## config.mk

```make
export PLATFORM = sky130hd
export DESIGN_NAME = lif_scheduler
export DESIGN_NICKNAME = d
export VERILOG_FILES = /design/src/rtl/lif_pkg.sv /design/src/rtl/lif_step.sv /design/src/rtl/lif_scheduler.sv
export SDC_FILE = /design/constraint.sdc
export NUM_CORES = 1
export LEC_CHECK = 0
export BUFFER_PORTS_ARGS = -buffer_cell sky130_fd_sc_hd__buf_2
export CAP_MARGIN = 20
export CORE_MARGIN = 8
export CORE_UTILIZATION = 30
export CTS_CLUSTER_SIZE = 20
export DETAILED_ROUTE_END_ITERATION = 12
export PLACE_DENSITY = 0.54
export SLEW_MARGIN = 0
export SYNTH_ARGS = -nofsm -noshare
export SYNTH_HDL_FRONTEND = slang
export SYNTH_SLANG_ARGS = --single-unit
export TNS_END_PERCENT = 10
```

## constraint.sdc

```tcl
create_clock -name clk -period 3.7 [get_ports clk]
set_input_delay 0.74 -clock clk [delete_from_list [all_inputs] [get_ports clk]]
set_output_delay 0.74 -clock clk [all_outputs]
set_load 0.02 [all_outputs]
```

## src/rtl/lif_pkg.sv

```systemverilog
// Shared definitions for the time-multiplexed LIF neuron scheduler.
package lif_pkg;

  // Membrane potential width and its saturation ceiling
  localparam int POT_W = 8;
  localparam logic [POT_W-1:0] POT_SAT = 8'd255;

  // Width of the intermediate update sum; wide enough for 255 + 255
  localparam int SUM_W = 10;

  // Sweep controller states
  typedef enum logic [1:0] {
    IDLE  = 2'd0,
    LOAD  = 2'd1,
    WRITE = 2'd2,
    DONE  = 2'd3
  } state_t;

  // Refractory counter width; a disabled refractory period still keeps one bit
  function automatic int refrac_width(input int ticks);
    int w;
    w = (ticks > 0) ? $clog2(ticks + 1) : 1;
    if (w < 1) w = 1;
    return w;
  endfunction

endpackage

```

## src/rtl/lif_step.sv

```systemverilog
// Combinational leaky-integrate-and-fire update for a single neuron.
module lif_step
  import lif_pkg::*;
#(
  parameter int THRESHOLD    = 128,
  parameter int LEAK_SHIFT   = 2,
  parameter int REFRAC_TICKS = 2,
  parameter int REFRAC_W     = refrac_width(REFRAC_TICKS)
) (
  input  logic [POT_W-1:0]    pot,
  input  logic [POT_W-1:0]    cur,
  input  logic [REFRAC_W-1:0] refrac,
  output logic [POT_W-1:0]    next_pot,
  output logic [REFRAC_W-1:0] next_refrac,
  output logic                spike
);

  localparam logic [SUM_W-1:0]    THR_EXT    = SUM_W'(THRESHOLD);
  localparam logic [REFRAC_W-1:0] REFRAC_RLD = REFRAC_W'(REFRAC_TICKS);

  // Clamp the widened sum back into the potential range
  function automatic logic [POT_W-1:0] sat_pot(input logic [SUM_W-1:0] n);
    if (n > SUM_W'(POT_SAT)) begin
      return POT_SAT;
    end
    return n[POT_W-1:0];
  endfunction

  logic [SUM_W-1:0] leak;
  logic [SUM_W-1:0] sum;
  logic [POT_W-1:0] sat;

  // Leak, integrate and saturate; a refractory neuron is clamped to zero
  always_comb begin
    leak        = {2'b00, pot >> LEAK_SHIFT};
    sum         = {2'b00, pot} - leak + {2'b00, cur};
    sat         = sat_pot(sum);
    next_pot    = '0;
    next_refrac = '0;
    spike       = 1'b0;
    if (refrac != '0) begin
      next_refrac = refrac - 1'b1;
    end else if ({2'b00, sat} >= THR_EXT) begin
      spike       = 1'b1;
      next_refrac = REFRAC_RLD;
    end else begin
      next_pot = sat;
    end
  end

endmodule

```

## src/rtl/lif_scheduler.sv

```systemverilog
// Sweeps NUM_NEURONS neurons through one shared LIF update per external tick.
module lif_scheduler
  import lif_pkg::*;
#(
  parameter int NUM_NEURONS  = 4,
  parameter int THRESHOLD    = 128,
  parameter int LEAK_SHIFT   = 2,
  parameter int REFRAC_TICKS = 2
) (
  input  logic                           clk,
  input  logic                           reset,
  input  logic                           tick,
  input  logic [NUM_NEURONS*8-1:0]       current_in,
  input  logic [$clog2(NUM_NEURONS)-1:0] rd_sel,
  output logic                           busy,
  output logic                           done,
  output logic [NUM_NEURONS-1:0]         spike_vec,
  output logic [POT_W-1:0]               rd_state,
  output logic                           overrun
);

  localparam int IW = $clog2(NUM_NEURONS);
  localparam int RW = refrac_width(REFRAC_TICKS);
  localparam logic [IW-1:0] LAST_IDX = IW'(NUM_NEURONS - 1);

  state_t                 state;
  logic [IW-1:0]          idx;
  logic [POT_W-1:0]       pot_mem    [NUM_NEURONS];
  logic [RW-1:0]          refrac_mem [NUM_NEURONS];
  logic [POT_W-1:0]       cur_lat    [NUM_NEURONS];
  logic [NUM_NEURONS-1:0] pending;

  // Operand registers filled in LOAD, consumed in WRITE
  logic [POT_W-1:0]       pot_p0;
  logic [POT_W-1:0]       cur_p0;
  logic [RW-1:0]          refrac_p0;

  // Update results available combinationally during WRITE
  logic [POT_W-1:0]       pot_p1;
  logic [RW-1:0]          refrac_p1;
  logic                   spike_p1;

  lif_step #(
    .THRESHOLD   (THRESHOLD),
    .LEAK_SHIFT  (LEAK_SHIFT),
    .REFRAC_TICKS(REFRAC_TICKS),
    .REFRAC_W    (RW)
  ) u_step (
    .pot        (pot_p0),
    .cur        (cur_p0),
    .refrac     (refrac_p0),
    .next_pot   (pot_p1),
    .next_refrac(refrac_p1),
    .spike      (spike_p1)
  );

  assign busy = (state != IDLE);

  // Sweep FSM: latch currents, load/write each neuron, publish spikes
  always_ff @(posedge clk) begin
    if (reset) begin
      state     <= IDLE;
      idx       <= '0;
      pending   <= '0;
      spike_vec <= '0;
      done      <= 1'b0;
      overrun   <= 1'b0;
      pot_p0    <= '0;
      cur_p0    <= '0;
      refrac_p0 <= '0;
      for (int i = 0; i < NUM_NEURONS; i++) begin
        pot_mem[i]    <= '0;
        refrac_mem[i] <= '0;
        cur_lat[i]    <= '0;
      end
    end else begin
      // A tick outside IDLE is dropped but remembered
      if (tick && (state != IDLE)) begin
        overrun <= 1'b1;
      end
      case (state)
        IDLE: begin
          done <= 1'b0;
          if (tick) begin
            for (int i = 0; i < NUM_NEURONS; i++) begin
              cur_lat[i] <= current_in[8*i +: 8];
            end
            idx     <= '0;
            pending <= '0;
            state   <= LOAD;
          end
        end
        // ---- stage p0: fetch operands of neuron idx ----
        LOAD: begin
          pot_p0    <= pot_mem[idx];
          refrac_p0 <= refrac_mem[idx];
          cur_p0    <= cur_lat[idx];
          state     <= WRITE;
        end
        // ---- stage p1: write back the shared update result ----
        WRITE: begin
          pot_mem[idx]    <= pot_p1;
          refrac_mem[idx] <= refrac_p1;
          if (spike_p1) begin
            pending[idx] <= 1'b1;
          end
          if (idx == LAST_IDX) begin
            spike_vec <= pending | (NUM_NEURONS'(spike_p1) << idx);
            done      <= 1'b1;
            state     <= DONE;
          end else begin
            idx   <= idx + 1'b1;
            state <= LOAD;
          end
        end
        DONE: begin
          done  <= 1'b0;
          state <= IDLE;
        end
        default: begin
          done  <= 1'b0;
          state <= IDLE;
        end
      endcase
    end
  end

  // Registered potential readout, one cycle behind rd_sel
  always_ff @(posedge clk) begin
    if (reset) begin
      rd_state <= '0;
    end else begin
      rd_state <= pot_mem[rd_sel];
    end
  end

endmodule

```

==> flow_metrics.py, run 1 <==
metrics = {
    "drt": {
        "routed-via-count": 3659,
        "drt-initial-drc-count": 282,
        "drcViolationCount": 0,
        "ant_nets": 0,
        "wirelength_um": 12400,
        "post_drt_wl_per_cell_um": 16.3,
        "first_pass_iters": 4,
        "via_per_inst": 4.84,
    },
    "timing": {
        "fin_crit_sh_pct": 100,
        "max_freq_ghz": 0.269,
        "fin_setup_tns_ps": -15.8,
        "finClkSkew_ps": 10.5,
        "max_slew.worst_pin.slew_ps": 775,
        "slew_headroom_pct": 48.3,
        "slew_violations": 0,
        "rsz0062_at_grt": "true",
        "setup-violations-final": 1,
        "hold_viol_final": 0,
        "fin_crit_ps": 3720,
        "worst_slack_ps": -15.8,
    },
    "critical_path": {
        "endpoint_kind": "flop",
        "cp_cell_sequence": "inv_2 -> ha_4 -> fa_2 -> and2b_1 -> o2111ai_2 -> nand3_1 -> nor2_1 -> xnor2_1 -> ha_1 -> a21o_1 -> a2bb2oi_2 -> o31ai_2 -> a221o_2 -> or4b_4 -> nor3_2",
        "slowest_stage": "or4b_4",
        "crit_buf_inv": 1,
        "timing.rr.end": "pot_mem[0][0]",
        "critPathMaxFanout": 7,
        "crit_required_ps": 3900,
        "cp_data_arrival_time_ps": 3920,
        "slowest_delay_ps": 640,
        "crit_start": "pot_p0[0]",
        "rr_startpoint": "pot_p0[0]",
        "worstRegToRegCells": 15,
        "cpLargestDelayFamily": "simple AND/OR/NAND/NOR gates",
        "regToRegSetupSlack_ps": -20,
        "critPathKind": "reg -> reg",
        "start_kind": "flop",
    },
    "outcome": {
        "run_status": "complete, but fails checks",
        "violations": "negative setup slack",
    },
    "cells_and_area": {
        "num_antenna_cells": 0,
        "layout_common_cells": "72 x edfxtp_1, 51 x nor2_1, 51 x buf_2, 38 x dfxtp_1, 33 x and2_1",
        "fin_util_pct": 36.9,
        "fin_nets": 584,
        "area_growth_syn_to_layout_pct": 20.2,
        "final_common_cell": "edfxtp_1",
        "drive_gt1_share_pct": 30.2,
        "fillers": 1741,
    },
    "power_and_ir_drop": {
        "clkPwrFrac_pct": 23.1,
        "power_mw": 3.85,
        "vdd.ir_drop.worst_uv": 346,
        "static-leakage-power_nw": 2.54,
        "switching_share_pct": 32.8,
        "p_seq_share_pct": 39.3,
        "combinationalPowerShare_pct": 37.6,
        "p_int_mw": 2.59,
        "p_per_area_nw_per_um2": 577,
        "power_switching_mw": 1.26,
    },
    "clock_network": {
        "cts_tree": "yes",
        "clock_latency_ps": 350,
        "ctsRootBufferMaster": "clkbuf_16",
        "clockBufferDepth": 2,
        "cts_buffers": 9,
        "cts_hold_buf": 0,
        "cts_sinks": 112,
        "clk_pin_slew_ps": 70,
        "htree_levels": 3,
    },
    "logic_synthesis": {
        "synth_area_um2": 5550,
        "seq_area_frac_synth_pct": 53.3,
        "async_flop_share_pct": 0,
        "ys_ff_latch": 112,
        "netlist.area_leader.share_pct": 38.9,
        "synthFlopType": "edfxtp_1",
        "synth_cell_types": 47,
        "synth.area.top_cells": "edfxtp_1 39%, dfxtp_1 14%, mux4_2 11%",
        "netlist_instances": 452,
        "ys_warn_count": 0,
        "synth_edf_count": 72,
        "synth.largest_area_cell": "edfxtp_1",
        "avgSynthCellArea_um2": 12.3,
    },
    "global_route": {
        "grtUsageTotal_pct": 11.0,
        "grt_max_degree": 43,
        "first_global_vias": 4030,
        "overflow": 0,
        "grt_pass1_wl_um": 20400,
        "antenna_found_initial": 0,
    },
    "worst_hold_path": {
        "hold_path_startpoint": "pending[1]",
        "whs_path_depth": 2,
        "hold_class": "reg -> reg",
        "hold-path-endpoint": "pending[1]",
    },
    "die": {
        "die_w_um": 152,
        "start_util_pct": 30.7,
        "die_y_um": 152,
        "ios": 52,
        "num_rows": 49,
        "core_um2": 18100,
        "die-area_um2": 23100,
    },
    "placed_design": {
        "gp_congestion": 0.765,
        "post-dp-hpwl_um": 8420,
        "io_buffers": 51,
    },
    "flow_run": {
        "cap_violations": 0,
    },
}
==> metal layers <==
layer  vias to the layer above  wire [µm]  global-route usage (%)
met5                         -          0                       0
met4                         0        202                    4.28
met3                        15        584                    2.98
met2                        66       6200                    18.9
met1                      1793       5370                    12.8
li1                       1785          -                       -
==> tightest hold or removal path, cell delays in order (launching register included) <==
cell and delay [ps]:
dfxtp_1 310, nand2_1 50, o21ai_1 50
==> layout make-up <==
| class | count | area [µm²] | share of cell area, % |
|---|---|---|---|
| clock buffer | 11 | 233 | 3.49 |
| clock inverter | 5 | 33.8 | 0.506 |
| inverter | 21 | 78.8 | 1.18 |
| multi-input combinational | 302 | 2600 | 39.0 |
| sequential | 112 | 2970 | 44.4 |
| tap | 229 | 287 | 4.29 |
| timing repair buffer | 76 | 478 | 7.16 |
==> registers in the layout (all words and copies together) (netlist names) <==
register    flops
pending         4
pot_mem        32
pot_p0          8
cur_p0          8
cur_lat        32
idx             2
done            1
state           2
rd_state        8
spike_vec       4
refrac_p0       2
refrac_mem      8
overrun         1
==> Yosys cell counts (2+ instances only) <==
master / n
a211oi_1: 7
a21o_1: 5
a21oi_1: 10
a22oi_1: 2
and2_1: 33
buf_1: 5
buf_6: 2
clkbuf_1: 15
dfxtp_1: 40
edfxtp_1: 72
fa_1: 2
ha_1: 23
inv_1: 21
mux2i_1: 18
mux4_2: 26
nand2_1: 21
nand2b_1: 8
nand3_1: 2
nor2_1: 51
nor2b_1: 11
nor3_1: 22
nor3_2: 4
o2111ai_1: 3
o211ai_1: 3
o21a_1: 4
o21ai_0: 12
o31ai_1: 2
xnor2_1: 9
==> how the worst max path moves through the flow <==
stage,to,slack (ps),depth (start not counted)
6_report,pot_mem[0][0],-20,15
5_1_grt,pot_mem[0][0],-240,15
4_1_cts,pot_mem[2][0],-5,15
3_5_place_dp,pot_mem[0][1],-100,15
3_3_place_gp,pot_mem[0][4],20,15
2_1_floorplan,pot_mem[2][0],50,17
==> cell families after synthesis <==
logic type                 synth area share [%]
AOI/OAI and AO/OA                          7.25
adders and majority gates                  5.90
muxes                                      13.8
DFF                                        53.3
other                                    0.0675
and+or+nand+nor                            14.6
xor gates and xnor gates                   1.58
buffers and inverters                      3.45
==> per-stage QoR <==
stage               hold WS [ps]  cell area (µm²)  setup WS [ps]  cells
detailed placement           454             6170          -95.6    733
global route                 480             6680           -245    756
finish                       455             6680          -15.8    756
floorplan                    426             5570           47.7    455
global placement             449             6140           15.4    732
CTS                          475             6520          -4.63    752
==> power groups by stage <==
stage	Clock, mW	Sequential [mW]	Combinational [mW]
3_3_place_gp	0	1.54	1.17
2_1_floorplan	0	1.54	0.817
6_report	0.891	1.52	1.45
5_1_grt	0.966	1.53	1.59
3_5_place_dp	0	1.54	1.20
4_1_cts	0.922	1.51	1.27
==> what timing repair did <==
| action | 4_1_cts | 5_1_grt |
|---|---|---|
| setup buffers | 1 | 4 |
| pin swaps | 12 | 20 |
| gates resized for setup | 12 | 35 |
| endpoints found under the setup margin | 25 | 40 |
| gates cloned | 2 | 1 |
(Power assumes the default switching activity.)
==> run 2: changes to the inputs <==
==> constraint.sdc (replaced) <==
create_clock -name clk -period 3.7 [get_ports clk]
set_input_delay 0.37 -clock clk [delete_from_list [all_inputs] [get_ports clk]]
set_output_delay 0.37 -clock clk [all_outputs]
set_load 0.02 [all_outputs]
==> run 2 against run 1 <==
Effect of this change:
- the flow now finishes without violations
- power up 0.31%
- highest routed layer unchanged
- critical endpoint is now pot_mem[1][5]
- sequential share of layout area up 0.12 points
- worst setup slack better by 27 ps
- clock skew shrank 1.4 ps
- first-iteration DRC count decreased by 23%
- largest cell class unchanged
==> flow_metrics.py, run 2 (synthesis results as in run 1) <==
metrics = {
    "critical_path": {
        "crit_start": "pot_p0[0]",
        "critPathMaxFanout": 7,
        "crit_buf_inv": 1,
        "endpoint_kind": "flop",
        "timing.rr.end": "pot_mem[1][5]",
        "cp.depth": 15,
        "critPathCapture": "pot_mem[1][5]",
        "slowest_delay_ps": 670,
        "cp_cell_sequence": "inv_2 -> ha_4 -> fa_2 -> and2b_1 -> o2111ai_2 -> nand3_1 -> nor2_1 -> xnor2_1 -> ha_1 -> nand2_1 -> o21bai_2 -> o41ai_2 -> a221o_2 -> or4b_4 -> nor3_2",
        "cp_data_arrival_time_ps": 3880,
        "critPathKind": "reg -> reg",
        "regToRegSetupSlack_ps": 10,
        "cpLargestDelayFamily": "simple AND/OR/NAND/NOR gates",
        "slowest_stage": "or4b_4",
        "rr_startpoint": "pot_p0[0]",
        "worstRegToRegCells": 15,
        "start_kind": "flop",
        "crit_required_ps": 3900,
    },
    "drt": {
        "post_drt_wl_per_cell_um": 16.5,
        "first_pass_iters": 4,
        "drcViolationCount": 0,
        "via_per_inst": 4.87,
        "drt-initial-drc-count": 217,
        "wirelength_um": 12400,
        "routed-via-count": 3666,
        "ant_nets": 0,
    },
    "clock_network": {
        "cts_tree": "yes",
        "clockBufferDepth": 2,
        "htree_levels": 3,
        "cts_sinks": 112,
        "cts_buffers": 9,
        "clock_latency_ps": 350,
        "clk_pin_slew_ps": 70,
        "cts_hold_buf": 0,
        "ctsRootBufferMaster": "clkbuf_16",
    },
    "timing": {
        "fin_crit_sh_pct": 99.7,
        "max_slew.worst_pin.slew_ps": 770,
        "fin_crit_ps": 3690,
        "setup-violations-final": 0,
        "rsz0062_at_grt": "true",
        "hold_viol_final": 0,
        "max_freq_ghz": 0.271,
        "finClkSkew_ps": 9.11,
        "slew_headroom_pct": 48.6,
        "slew_violations": 0,
    },
    "die": {
        "ios": 52,
        "start_util_pct": 30.7,
        "die_y_um": 152,
        "core_um2": 18100,
        "num_rows": 49,
        "die-area_um2": 23100,
        "die_w_um": 152,
    },
    "cells_and_area": {
        "fin_cells": 753,
        "num_antenna_cells": 0,
        "reg_top3": "cur_lat (32), pot_mem (32)",
        "final_common_cell": "edfxtp_1",
        "fillers": 1720,
        "fin_nets": 581,
        "area_growth_syn_to_layout_pct": 19.8,
        "layout_common_cells": "72 x edfxtp_1, 51 x nor2_1, 51 x buf_2, 39 x dfxtp_1, 33 x and2_1",
        "drive_gt1_share_pct": 29.0,
    },
    "power_and_ir_drop": {
        "static-leakage-power_nw": 2.56,
        "switching_share_pct": 32.6,
        "power_switching_mw": 1.26,
        "power_mw": 3.87,
        "p_seq_share_pct": 39.2,
        "clkPwrFrac_pct": 25.3,
        "p_per_area_nw_per_um2": 581,
        "vdd.ir_drop.worst_uv": 277,
        "p_int_mw": 2.61,
        "combinationalPowerShare_pct": 35.5,
    },
    "outcome": {
        "run_status": "finished, final reports clean",
    },
    "global_route": {
        "grtUsageTotal_pct": 10.9,
        "antenna_found_initial": 0,
        "overflow": 0,
        "grt_pass1_wl_um": 20000,
        "first_global_vias": 3906,
        "grt_max_degree": 43,
    },
    "worst_hold_path": {
        "hold_class": "in -> reg",
        "whs_path_depth": 2,
    },
    "placed_design": {
        "post-dp-hpwl_um": 8560,
        "dp.cells": 732,
        "io_buffers": 51,
        "gp_congestion": 0.765,
    },
    "flow_run": {
        "cap_violations": 0,
    },
}
[run 2: changes by cell type in the layout (fill, tap and decap cells not counted), sizes merged]
cell / change
inv: +1
buf: -3
bufinv: +1
clkbuf: -1
clkinvlp: -1
[run 2: area by class of cell]
class | instances | area [µm²] | share of cell area [%]
Sequential cell | 112 | 2960 | 44.5
Inverter | 21 | 78.8 | 1.18
Clock inverter | 6 | 66.3 | 0.997
Clock buffer | 10 | 229 | 3.44
Tap cell | 229 | 287 | 4.31
Multi-Input combinational cell | 302 | 2590 | 38.9
Timing Repair Buffer | 73 | 440 | 6.62
[run 2: metal layers]
| metal | global-route usage (%) | part of all wire [%] | vias to the layer above |
|---|---|---|---|
| met1 | 12.9 | 45 | 1799 |
| met4 | 5.05 | 2.2 | 0 |
| met2 | 18.3 | 49 | 71 |
| met3 | 2.89 | 3.8 | 20 |
| met5 | 0 | 0 | - |
| li1 | - | - | 1776 |
[run 2: power by group through the flow]
| stage | Combinational, mW | Clock (mW) | Sequential [mW] |
|---|---|---|---|
| finish | 1.37 | 0.977 | 1.51 |
| global route | 1.50 | 1.05 | 1.53 |
| CTS | 1.31 | 1.01 | 1.52 |
| detailed placement | 1.21 | 0 | 1.54 |
| global placement | 1.17 | 0 | 1.54 |
| floorplan | 0.817 | 0 | 1.54 |
[run 2: repair_timing]
| item | in CTS | in global routing |
|---|---|---|
| pin swaps | 9 | 21 |
| buffers inserted | 2 | 0 |
| endpoints found under the hold margin | 0 | 0 |
| setup endpoints to repair | 28 | 37 |
| cloned | 2 | 1 |
| resized for setup | 18 | 18 |
[run 2: worst min path at each step]
stage                               end           start
final                     cur_lat[2][4]  current_in[20]
after global routing      cur_lat[0][5]   current_in[5]
after CTS                 cur_lat[3][6]  current_in[30]
after detailed placement     pending[3]      pending[3]
after global placement          overrun         overrun
after floorplan              pending[0]      pending[0]
[run 2: metrics by stage]
stage / instance area, µm² / util, % / TNS, ps / worst slack [ps] / hold WS (ps)
floorplan: 5570 / - / 0 / 47.7 / 426
global placement: 6140 / 33.9 / 0 / 11.1 / 449
detailed placement: 6160 / 34.1 / -2300 / -155 / 452
CTS: 6570 / 36.3 / 0 / 10.6 / 276
global route: 6650 / 36.8 / -3270 / -150 / 270
finish: 6650 / 36.8 / 0 / 11.5 / 292
